--- src/rtl/bin2bcd_pkg.sv ---
// Shared types and constants for the sequential binary-to-BCD converter.
package bin2bcd_pkg;

  typedef enum logic [1:0] {
    IDLE  = 2'd0,
    SHIFT = 2'd1,
    DONE  = 2'd2
  } state_e;

  localparam int ADD3_THRESH = 5;

  // Smallest digit count d with 10^d > 2^width - 1 (width up to 63).
  function automatic int min_digits(input int width);
    longint unsigned one;
    longint unsigned max_val;
    longint unsigned pow;
    int d;
    one     = 64'd1;
    max_val = (one << width) - one;
    pow     = one;
    d       = 0;
    for (int i = 0; i < 20; i++) begin
      if (pow <= max_val) begin
        pow = pow * 64'd10;
        d   = d + 1;
      end
    end
    return d;
  endfunction

endpackage

--- src/rtl/bin2bcd_seq_adj.sv ---
// One BCD digit corrector for shift-and-add-3: nibbles >= 5 get +3 before the shift.
module bcd_adj_nibble
  import bin2bcd_pkg::*;
(
  input  logic [3:0] din,
  output logic [3:0] dout
);

  always_comb begin
    dout = din;
    if (din >= 4'(ADD3_THRESH)) dout = din + 4'd3;
  end

endmodule

--- src/rtl/bin2bcd_seq.sv ---
// Sequential binary-to-BCD converter (shift-and-add-3, one bit per cycle).
// Optional signed conversion with sign flag when SIGNED_MODE_EN is defined.
module bin2bcd_seq
  import bin2bcd_pkg::*;
#(
  parameter int DATA_W   = 16,
  parameter int DIGITS   = 5,
  parameter int MAX_RATE = 0
) (
  input  logic                clk,
  input  logic                rst_n,
  input  logic                enable,
  input  logic                set,
  input  logic [DATA_W-1:0]   data,
  input  logic                getData,
  output logic [4*DIGITS-1:0] dataToOut,
  output logic                valid,
  output logic                busy,
  output logic                neg
);

  localparam int BCD_W  = 4 * DIGITS;
  localparam int CNT_W  = $clog2(DATA_W + 1);
  localparam int RATE_W = (MAX_RATE > 0) ? $clog2(MAX_RATE + 1) : 1;
  localparam logic [CNT_W-1:0]  CNT_LOAD  = CNT_W'(DATA_W);
  localparam logic [RATE_W-1:0] RATE_LOAD = RATE_W'(MAX_RATE);

  if (DATA_W < 2) begin : g_width_chk
    $error("bin2bcd_seq: DATA_W must be at least 2");
  end
  if (DIGITS < min_digits(DATA_W)) begin : g_digits_chk
    $error("bin2bcd_seq: DIGITS too small to hold 2^DATA_W-1");
  end

  state_e            state_q, state_d;
  logic [DATA_W-1:0] hold_q,  hold_d;
  logic [DATA_W-1:0] shift_q, shift_d;
  logic [BCD_W-1:0]  bcd_q,   bcd_d;
  logic [CNT_W-1:0]  cnt_q,   cnt_d;
  logic [RATE_W-1:0] rate_q,  rate_d;
  logic [BCD_W-1:0]  out_q,   out_d;
  logic              valid_q, valid_d;

  logic [BCD_W-1:0]  bcd_adj;
  logic [DATA_W-1:0] load_val;
  logic              adj_msb_unused;

  for (genvar i = 0; i < DIGITS; i++) begin : g_adj
    bcd_adj_nibble u_adj (
      .din  (bcd_q[4*i +: 4]),
      .dout (bcd_adj[4*i +: 4])
    );
  end
  // The top digit never reaches >= 8 after correction, so its MSB is always shifted out as 0.
  assign adj_msb_unused = bcd_adj[BCD_W-1];

`ifdef SIGNED_MODE_EN
  logic sign_q, sign_d;
  logic neg_q,  neg_d;
  assign load_val = hold_q[DATA_W-1] ? (~hold_q + DATA_W'(1)) : hold_q;
  assign neg      = neg_q;
`else
  assign load_val = hold_q;
  assign neg      = 1'b0;
`endif

  // Handshake: getData is a request, not a valid/ready pair. It is honoured only on an
  // enabled edge where busy=0; otherwise it is dropped. valid is a one-enabled-cycle strobe.
  assign busy      = (state_q != IDLE) || (rate_q != '0);
  assign valid     = valid_q;
  assign dataToOut = out_q;

  always_comb begin
    state_d = state_q;
    hold_d  = hold_q;
    shift_d = shift_q;
    bcd_d   = bcd_q;
    cnt_d   = cnt_q;
    rate_d  = rate_q;
    out_d   = out_q;
    valid_d = valid_q;
`ifdef SIGNED_MODE_EN
    sign_d  = sign_q;
    neg_d   = neg_q;
`endif
    if (enable) begin
      valid_d = 1'b0;
      if (set) hold_d = data;
      case (state_q)
        IDLE: begin
          if (rate_q != '0) begin
            rate_d = rate_q - RATE_W'(1);
          end else if (getData) begin
            shift_d = load_val;
            bcd_d   = '0;
            cnt_d   = CNT_LOAD;
            state_d = SHIFT;
`ifdef SIGNED_MODE_EN
            sign_d  = hold_q[DATA_W-1];
`endif
          end
        end
        SHIFT: begin
          bcd_d   = {bcd_adj[BCD_W-2:0], shift_q[DATA_W-1]};
          shift_d = {shift_q[DATA_W-2:0], 1'b0};
          cnt_d   = cnt_q - CNT_W'(1);
          if (cnt_q == CNT_W'(1)) state_d = DONE;
        end
        DONE: begin
          out_d   = bcd_q;
          valid_d = 1'b1;
          rate_d  = RATE_LOAD;
          state_d = IDLE;
`ifdef SIGNED_MODE_EN
          neg_d   = sign_q;
`endif
        end
        default: state_d = IDLE;
      endcase
    end
  end

  always_ff @(posedge clk) begin
    if (!rst_n) begin
      state_q <= IDLE;
      hold_q  <= '0;
      shift_q <= '0;
      bcd_q   <= '0;
      cnt_q   <= '0;
      rate_q  <= '0;
      out_q   <= '0;
      valid_q <= 1'b0;
`ifdef SIGNED_MODE_EN
      sign_q  <= 1'b0;
      neg_q   <= 1'b0;
`endif
    end else begin
      state_q <= state_d;
      hold_q  <= hold_d;
      shift_q <= shift_d;
      bcd_q   <= bcd_d;
      cnt_q   <= cnt_d;
      rate_q  <= rate_d;
      out_q   <= out_d;
      valid_q <= valid_d;
`ifdef SIGNED_MODE_EN
      sign_q  <= sign_d;
      neg_q   <= neg_d;
`endif
    end
  end

endmodule
--- config.mk ---
export PLATFORM = sky130hd
export DESIGN_NAME = bin2bcd_seq
export DESIGN_NICKNAME = d
export VERILOG_FILES = /design/src/rtl/bin2bcd_pkg.sv /design/src/rtl/bin2bcd_seq_adj.sv /design/src/rtl/bin2bcd_seq.sv
export SDC_FILE = /design/constraint.sdc
export NUM_CORES = 1
export LEC_CHECK = 0
export CAP_MARGIN = 20
export CORE_ASPECT_RATIO = 2
export CORE_MARGIN = 2
export CORE_UTILIZATION = 49
export DETAILED_ROUTE_END_ITERATION = 16
export HOLD_SLACK_MARGIN = 0.05
export PLACE_DENSITY = 0.75
export SYNTH_ARGS = -nofsm -noshare
export SYNTH_HDL_FRONTEND = slang
export SYNTH_SLANG_ARGS = --single-unit
--- constraint.sdc ---
create_clock -name clk -period 1.4 [get_ports clk]
set_input_delay 0.28 -clock clk [delete_from_list [all_inputs] [get_ports clk]]
set_output_delay 0.28 -clock clk [all_outputs]
set_load 0.1 [all_outputs]
Yosys cells after proc, flatten, opt, wreduce, memory -nomap -nowiden
Cells that the tools add are included.
{"block": "op_classes", "addsub": 7, "n_lt_le_gt_ge": 5, "eq_ne": 6, "mux": 21, "n_reduce_logical": 10}
{"op": "two-way mux 20 bit", "n": 2}
{"op": "case mux 20 bit (2 select lines)", "n": 1}
{"op": "two-way mux 16 bit", "n": 2}
{"op": "case mux 16 bit (2 select lines)", "n": 1}
{"op": "greater-or-equal comparator 4 x 3 -> 1 bit (second input constant)", "n": 5}
{"op": "adder 4 x 2 -> 4 bit (second input constant)", "n": 4}
{"op": "two-way mux 4 bit", "n": 4}
{"op": "two-way mux 5 bit", "n": 2}
{"op": "case mux 5 bit (2 select lines)", "n": 1}
{"op": "AND reduction 4 bit", "n": 2}
{"op": "two-way mux 2 bit", "n": 3}
{"op": "inequality test 2 bit (second input constant)", "n": 3}
{"op": "AND reduction 2 bit", "n": 3}
{"op": "nonzero test 2 bit", "n": 3}
{"op": "equality test 5 x 1 -> 1 bit (second input constant)", "n": 1}
{"op": "subtractor 5 x 1 -> 5 bit (second input constant)", "n": 1}
{"op": "case mux 2 bit (2 select lines)", "n": 1}
{"op": "adder 3 x 2 -> 3 bit (second input constant)", "n": 1}
{"op": "two-way mux 3 bit", "n": 1}
{"op": "equality test 2 x 1 -> 1 bit (second input constant)", "n": 1}
{"op": "equality test 2 bit (second input constant)", "n": 1}
{"op": "zero test 2 bit", "n": 1}
{"op": "two-way mux 1 bit", "n": 2}
{"op": "case mux 1 bit (2 select lines)", "n": 1}
{"op": "other kinds (2)", "n": 2}
{"block": "word_totals", "reg_bits": 81, "input_bits": 21, "output_inout_bits": 23, "wordCells": 57}

Logic depth before layout (Yosys ltp)
Gate-level depths: netlist (run 1).
{"block": "logic_depth", "word_depth": 3, "depth_mapped": 7, "depth_no_buf": 6}

Modules after synthesis
A second synthesis (run 1) with hierarchy kept.
{"block": "unflattened", "cells_unflattened": 457, "hier_area_um2": 3648.5}
{"module": "bin2bcd_seq", "n_inst": 1, "cells_per_inst": 377, "area_each_um2": 3141.8, "seq_area_each_um2": 1601.5}
{"module": "bcd_adj_nibble", "n_inst": 5, "cells_per_inst": 16, "area_each_um2": 101.3, "seq_area_each_um2": 0.0}

Least setup slack after synthesis (run 1)
OpenSTA, ideal clock, no wires.
{"block": "synth_timing", "path_kind": "register to output", "from": "register state_q[0]", "to": "output port busy", "arrival_ns": 1.225, "t_required_ns": 1.120, "path_slack_ns": -0.105, "path_stages_with_launch": 4, "n_path_buf": 2, "path_cell_list": "dfxtp_1 -> clkbuf_1 -> clkbuf_1 -> or2_2"}
{"block": "synth_between", "elab_chain_len": 2}
{"element": "start, declared", "line_no": "bin2bcd_seq.sv:35", "text": "state_e state_q, state_d;"}
{"element": "start signal, assigned", "line_no": "bin2bcd_seq.sv:138", "text": "state_q <= state_d;"}
{"element": "nonzero test 2 bit", "line_no": "bin2bcd_seq.sv:69", "text": "assign busy = (state_q != IDLE) || (rate_q != '0);"}
{"element": "logical OR 1 bit", "line_no": "bin2bcd_seq.sv:69"}
{"element": "end, declared", "line_no": "bin2bcd_seq.sv:18", "text": "output logic busy,"}
No other way between the ends.

Final worst setup path (run 1)
Ends and elaborated chain as after synthesis.

==> results of run 1 <==
-- Yosys cell counts (all sizes together) --
library cell	count
nand3b	1
nand4	1
a32o	4
and3b	2
ha	12
nand3	7
o21a	1
conb	1
clkbuf	12
a22oi	11
xnor2	6
nor2	22
or2	2
and2	2
a311oi	1
nor3	2
nor4b	1
and2b	1
o31ai	4
o21ai	23
a21oi	51
xor2	6
nor3b	5
inv	14
mux2i	5
nand2	103
a222oi	6
nor2b	4
buf	16
mux2	1
dfxtp	80
nand2b	7
-- routing by layer --
| layer | vias to the layer above | GRT usage |
|---|---|---|
| met5 | - | 0 |
| met3 | 23 | 0.0473 |
| met4 | 0 | 0.128 |
| met2 | 86 | 0.433 |
| met1 | 1517 | 0.220 |
| li1 | 1562 | - |
-- how the worst min path moves through the flow --
stage / to / slack, ps / depth (start not counted)
floorplan: hold_q[0] / 420 / 2
global placement: hold_q[2] / 450 / 2
detailed placement: hold_q[15] / 450 / 2
CTS: hold_q[4] / 460 / 2
global route: valid / 470 / 4
finish: valid / 430 / 4
-- cells by family after synthesis --
group	after synthesis	share of synthesized area
compound gates	101	0.181
xor+xnor	12	0.0302
fa+ha+maj	12	0.0431
buf+inv	42	0.0590
flops	80	0.460
mux	6	0.0176
other cells	1	0.00108
simple gates	160	0.207
-- flip-flops by register name, indices dropped and copies added (netlist names) --
| name | cells |
|---|---|
| bcd_q | 20 |
| dataToOut | 20 |
| hold_q | 16 |
| shift_q | 16 |
| cnt_q | 5 |
| state_q | 2 |
| valid | 1 |
-- final cells by class --
type / instances / area, um^2
clock buffers: 13 / 250
clock inverters: 1 / 5.00
fillers: 509 / 1790
inverters: 14 / 52.6
multi-input cells: 294 / 1850
flip-flops and latches: 80 / 1610
well taps: 90 / 113
repair buffers: 99 / 1210
-- repair_timing --
item | in CTS | in global routing
setup endpoints to repair | 7 | 37
setup buffers | 6 | 4
pin swaps | 4 | 21
hold buffers | 0 | 0
resized for setup | 14 | 44
gates cloned | 2 | 1
-- through the flow --
stage	util	TNS, ps	hold slack, ps	worst slack (ps)	total power [mW]
floorplan	-	0	416	16.0	2.70
global placement	0.658	-13680	446	-292	2.91
detailed placement	0.658	-15570	451	-369	2.92
CTS	0.712	-112	460	-87.1	5.03
global route	0.740	-1190	467	-118	5.22
finish	0.740	-137	430	-96.8	5.07
-- worst max-delay path, cell delays in order (launching register included) --
cell and delay (ps):
dfxtp_2 340, buf_12 130, or2_4 240, buf_12 170
-- power breakdown --
part	internal, mW	total, mW	switching [mW]
clock	1.23	2.10	0.868
combinational	0.301	0.604	0.303
sequential	2.33	2.37	0.0397
==> run summary, run 1 <==
CTS Sinks - 80
Clock Path Buffers - 2
Vias in the first global route - 3111
Sequential-to-total area share from yosys stat - 0.460
Worst-path clk slew - 50 ps
Antenna violations before repair - 0
Chip height - 123 um
Worst setup path end - busy
Final Hold Fails - 0
CTS tree - built
Worst Setup Start Kind - flip-flop
Drc violations - 0
Core box area - 6890 um^2
Cell Rows - 43
RSZ-0062 raised after global routing - yes
Gpl congestion - 0.850
Yosys top cell area share - 0.460
DP Area - 4530 um^2
Yosys warns - 0
WS Path Type - reg -> out
CTS Buf Count - 9
Post-route cell area - 5100 um^2
Min cycle time layout - 1500 ps
Clk_skew - 6.35 ps
H-tree levels - 3
Routed Antenna Nets - 0
Ant. Diodes - 0
Drt total wl - 8.90 mm
TritonRoute pass-1 iters - 6
R2R Setup Slk - -30 ps
FF+latch count, synth - 80
Final setup fails - 3
Vias - 3188
Met1 wire length - 3.26 mm
Met2 routed WL - 5.05 mm
Commonest non-fill, non-tap cell in the layout - nand2_1
Die W - 63.6 um
Post-DP HPWL - 5.79 mm
Congestion Overflow GR - 0
I/O pins - 44
Fin cells - 591
Worst setup path startpoint - state_q[0]
Period utilization - 1.07
Placed instance count - 564
Reg2reg path depth - 6
Commonest cells after routing, fill and taps aside - nand2_1, dfxtp_1, a21oi_1
Cell taking the most area after synthesis - dfxtp_1
Pwr Density - 994 nW/um^2
Root Buffer - clkbuf_16
Mean Syn Cell Area - 8.40 um^2
CP Data Required Time - 1120 ps
Area contributors post-synth - dfxtp_1, nand2_1, a21oi_1
Skew-Pair Late Insertion Delay - 340 ps
DR WL/cell - 15.1 um
Leakage Power - 1.94 nW
DR vias/cell - 5.39
Critical Path Sink Type - output pin
Hold path start - enable
Synth cell types - 44
Net count after synthesis - 447
Final WS setup - -96.8 ps
CP max FO - 3
Slew Limit Fails - 0
FF-to-FF Start - state_q[1]
Total Routing Usage GR - 0.226
Synth Instances - 414
Routed wl met3 - 293 um
DRT iter0 DRCs - 252
Die area - 7830 um^2
First-pass GRT wire length - 13.9 mm
Maxcap violations - 0
Outcome - finished, violations left
Synth-to-Final Area Change - 46.5%
Layout cells sized above 1 - 0.281
Cell Area, Synth - 3480 um^2
Largest net degree at the start of global routing - 27
FF-to-FF End - cnt_q[0]
Max Clk Rate - 668 MHz
Max Used Layer - met4
Final net count - 531
Max VDD drop - 867 uV
Violated checks - negative setup slack
Data arrival time of the critical path - 1220 ps
I/O Buffers - 42
Starting Density - 0.505
Worst Hold Class - in -> reg
(Power assumes the default switching activity.)
==> inputs of run 2 (changes only) <==
--- a/config.mk
+++ b/config.mk
@@ -9,9 +9,10 @@
 export CORE_ASPECT_RATIO = 2
 export CORE_MARGIN = 2
 export CORE_UTILIZATION = 49
+export CTS_CLUSTER_DIAMETER = 50
 export DETAILED_ROUTE_END_ITERATION = 16
 export HOLD_SLACK_MARGIN = 0.05
-export PLACE_DENSITY = 0.75
+export PLACE_DENSITY = 0.84
 export SYNTH_ARGS = -nofsm -noshare
 export SYNTH_HDL_FRONTEND = slang
 export SYNTH_SLANG_ARGS = --single-unit
==> run 2 against run 1 <==
The run still ends with negative setup slack left. Cell area increased by 4.9%. Register-to-register slack got worse by 110 ps. Sequential share of layout area decreased by 1.5 points. Fmax decreased by 2.9%. Total power increased by 14%. Clock skew increased by 0.65 ps. Largest power group is now clock. Highest routed layer unchanged.
==> run summary, run 2 (synthesis results as in run 1) <==
CP Data Required Time - 1660 ps
DRT iter0 DRCs - 329
CP max FO - 14
Hold path start - hold_q[2]
CTS Hold Bufs - 0
Multi-input logic area - 2010 um^2
Fillers - 420
Die W - 63.6 um
Layout cells sized above 1 - 0.341
Slew Limit Fails - 0
Data arrival time of the critical path - 1800 ps
CTS Sinks - 80
I/O pins - 44
Hold_ws - 458 ps
Critical Path Sink Type - flip-flop
Worst Hold Class - reg -> reg
DR vias/cell - 5.91
Maxcap violations - 0
Post-Route Setup TNS - -2210 ps
TritonRoute pass-1 iters - 6
Commonest cells after routing, fill and taps aside - nand2_1, dfxtp_1, buf_4
Final Hold Fails - 0
CTS Buf Count - 9
DP Worst Slack - -388 ps
Routed Antenna Nets - 0
Synth-to-Final Area Change - 53.7%
Max Clk Rate - 649 MHz
I/O Buffers - 42
Starting Density - 0.505
Final setup fails - 34
Post-DP HPWL - 5.79 mm
Clock Path Buffers - 2
Cell Rows - 43
Final WS setup - -142 ps
Root Buffer - clkbuf_16
Chip height - 123 um
Antenna violations before repair - 0
H-tree levels - 3
Gpl congestion - 0.834
FF-to-FF Start - state_q[0]
Violated checks - negative setup slack
Vias in the first global route - 3298
Skew-Pair Late Insertion Delay - 350 ps
WS Path Type - reg -> reg
Congestion Overflow GR - 0
Leakage Power - 2.01 nW
Max VDD drop - 1050 uV
Die area - 7830 um^2
Worst Setup Start Kind - flip-flop
Period utilization - 1.10
Total Routing Usage GR - 0.241
Core box area - 6890 um^2
Vias - 3537
Final net count - 536
RSZ-0062 raised after global routing - yes
Pwr Density - 1080 nW/um^2
Drt total wl - 11.6 mm
Min cycle time layout - 1540 ps
Ant. Diodes - 0
Outcome - finished, violations left
FF/Latch Area - 1620 um^2
DR WL/cell - 19.3 um
CTS tree - built
Worst-path clk slew - 60 ps
Commonest non-fill, non-tap cell in the layout - nand2_1
Final Power - 5.76 mW
First-pass GRT wire length - 14.6 mm
Largest net degree at the start of global routing - 36
Worst setup path startpoint - state_q[0]
Clk_skew - 7.00 ps
Drc violations - 0
run 2: worst paths after layout:
check	to	slack, ps	cells past startpoint
max	bcd_q[4]	-140	6
min	hold_q[2]	460	2
max reg2reg	bcd_q[4]	-140	6
min reg2reg	hold_q[2]	460	2
run 2: area by class of cell:
cell class              count  area share
inverters                  14      0.0108
well taps                  90      0.0211
flip-flops and latches     80       0.302
clock buffers              11      0.0454
multi-input cells         295       0.376
repair buffers            103       0.226
clock inverters             5      0.0194
run 2: report_power, final:
part           internal [mW]  switching [mW]  total [mW]
Sequential              2.33          0.0492        2.38
Combinational          0.296           0.354       0.651
Clock                   1.79           0.940        2.73
run 2: per-stage QoR:
stage,cells,instance area (um^2),util
2_1_floorplan,414,3500,-
3_3_place_gp,562,4480,0.651
3_5_place_dp,562,4480,0.651
4_1_cts,587,4950,0.718
5_1_grt,598,5350,0.777
6_report,598,5350,0.777
run 2: timing repair:
item                       4_1_cts  5_1_grt
pin swaps                        9       37
gates cloned                     2        1
resized for setup               18       81
setup endpoints to repair       16       43
buffers inserted                 7       12
run 2: per-layer routing:
layer  up-vias  share of wire  GRT usage
li1       1577              -          -
met1      1674           0.32      0.225
met2       208           0.55      0.453
met3        78          0.058     0.0546
met4         0          0.068      0.163
met5         -              0          0
run 2: worst max-delay path, cell delays in order (launching register included):
cell,delay [ps]
dfxtp_2,330
or2_1,330
buf_4,210
a21oi_4,210
buf_12,170
nand2_1,120
o31ai_4,80
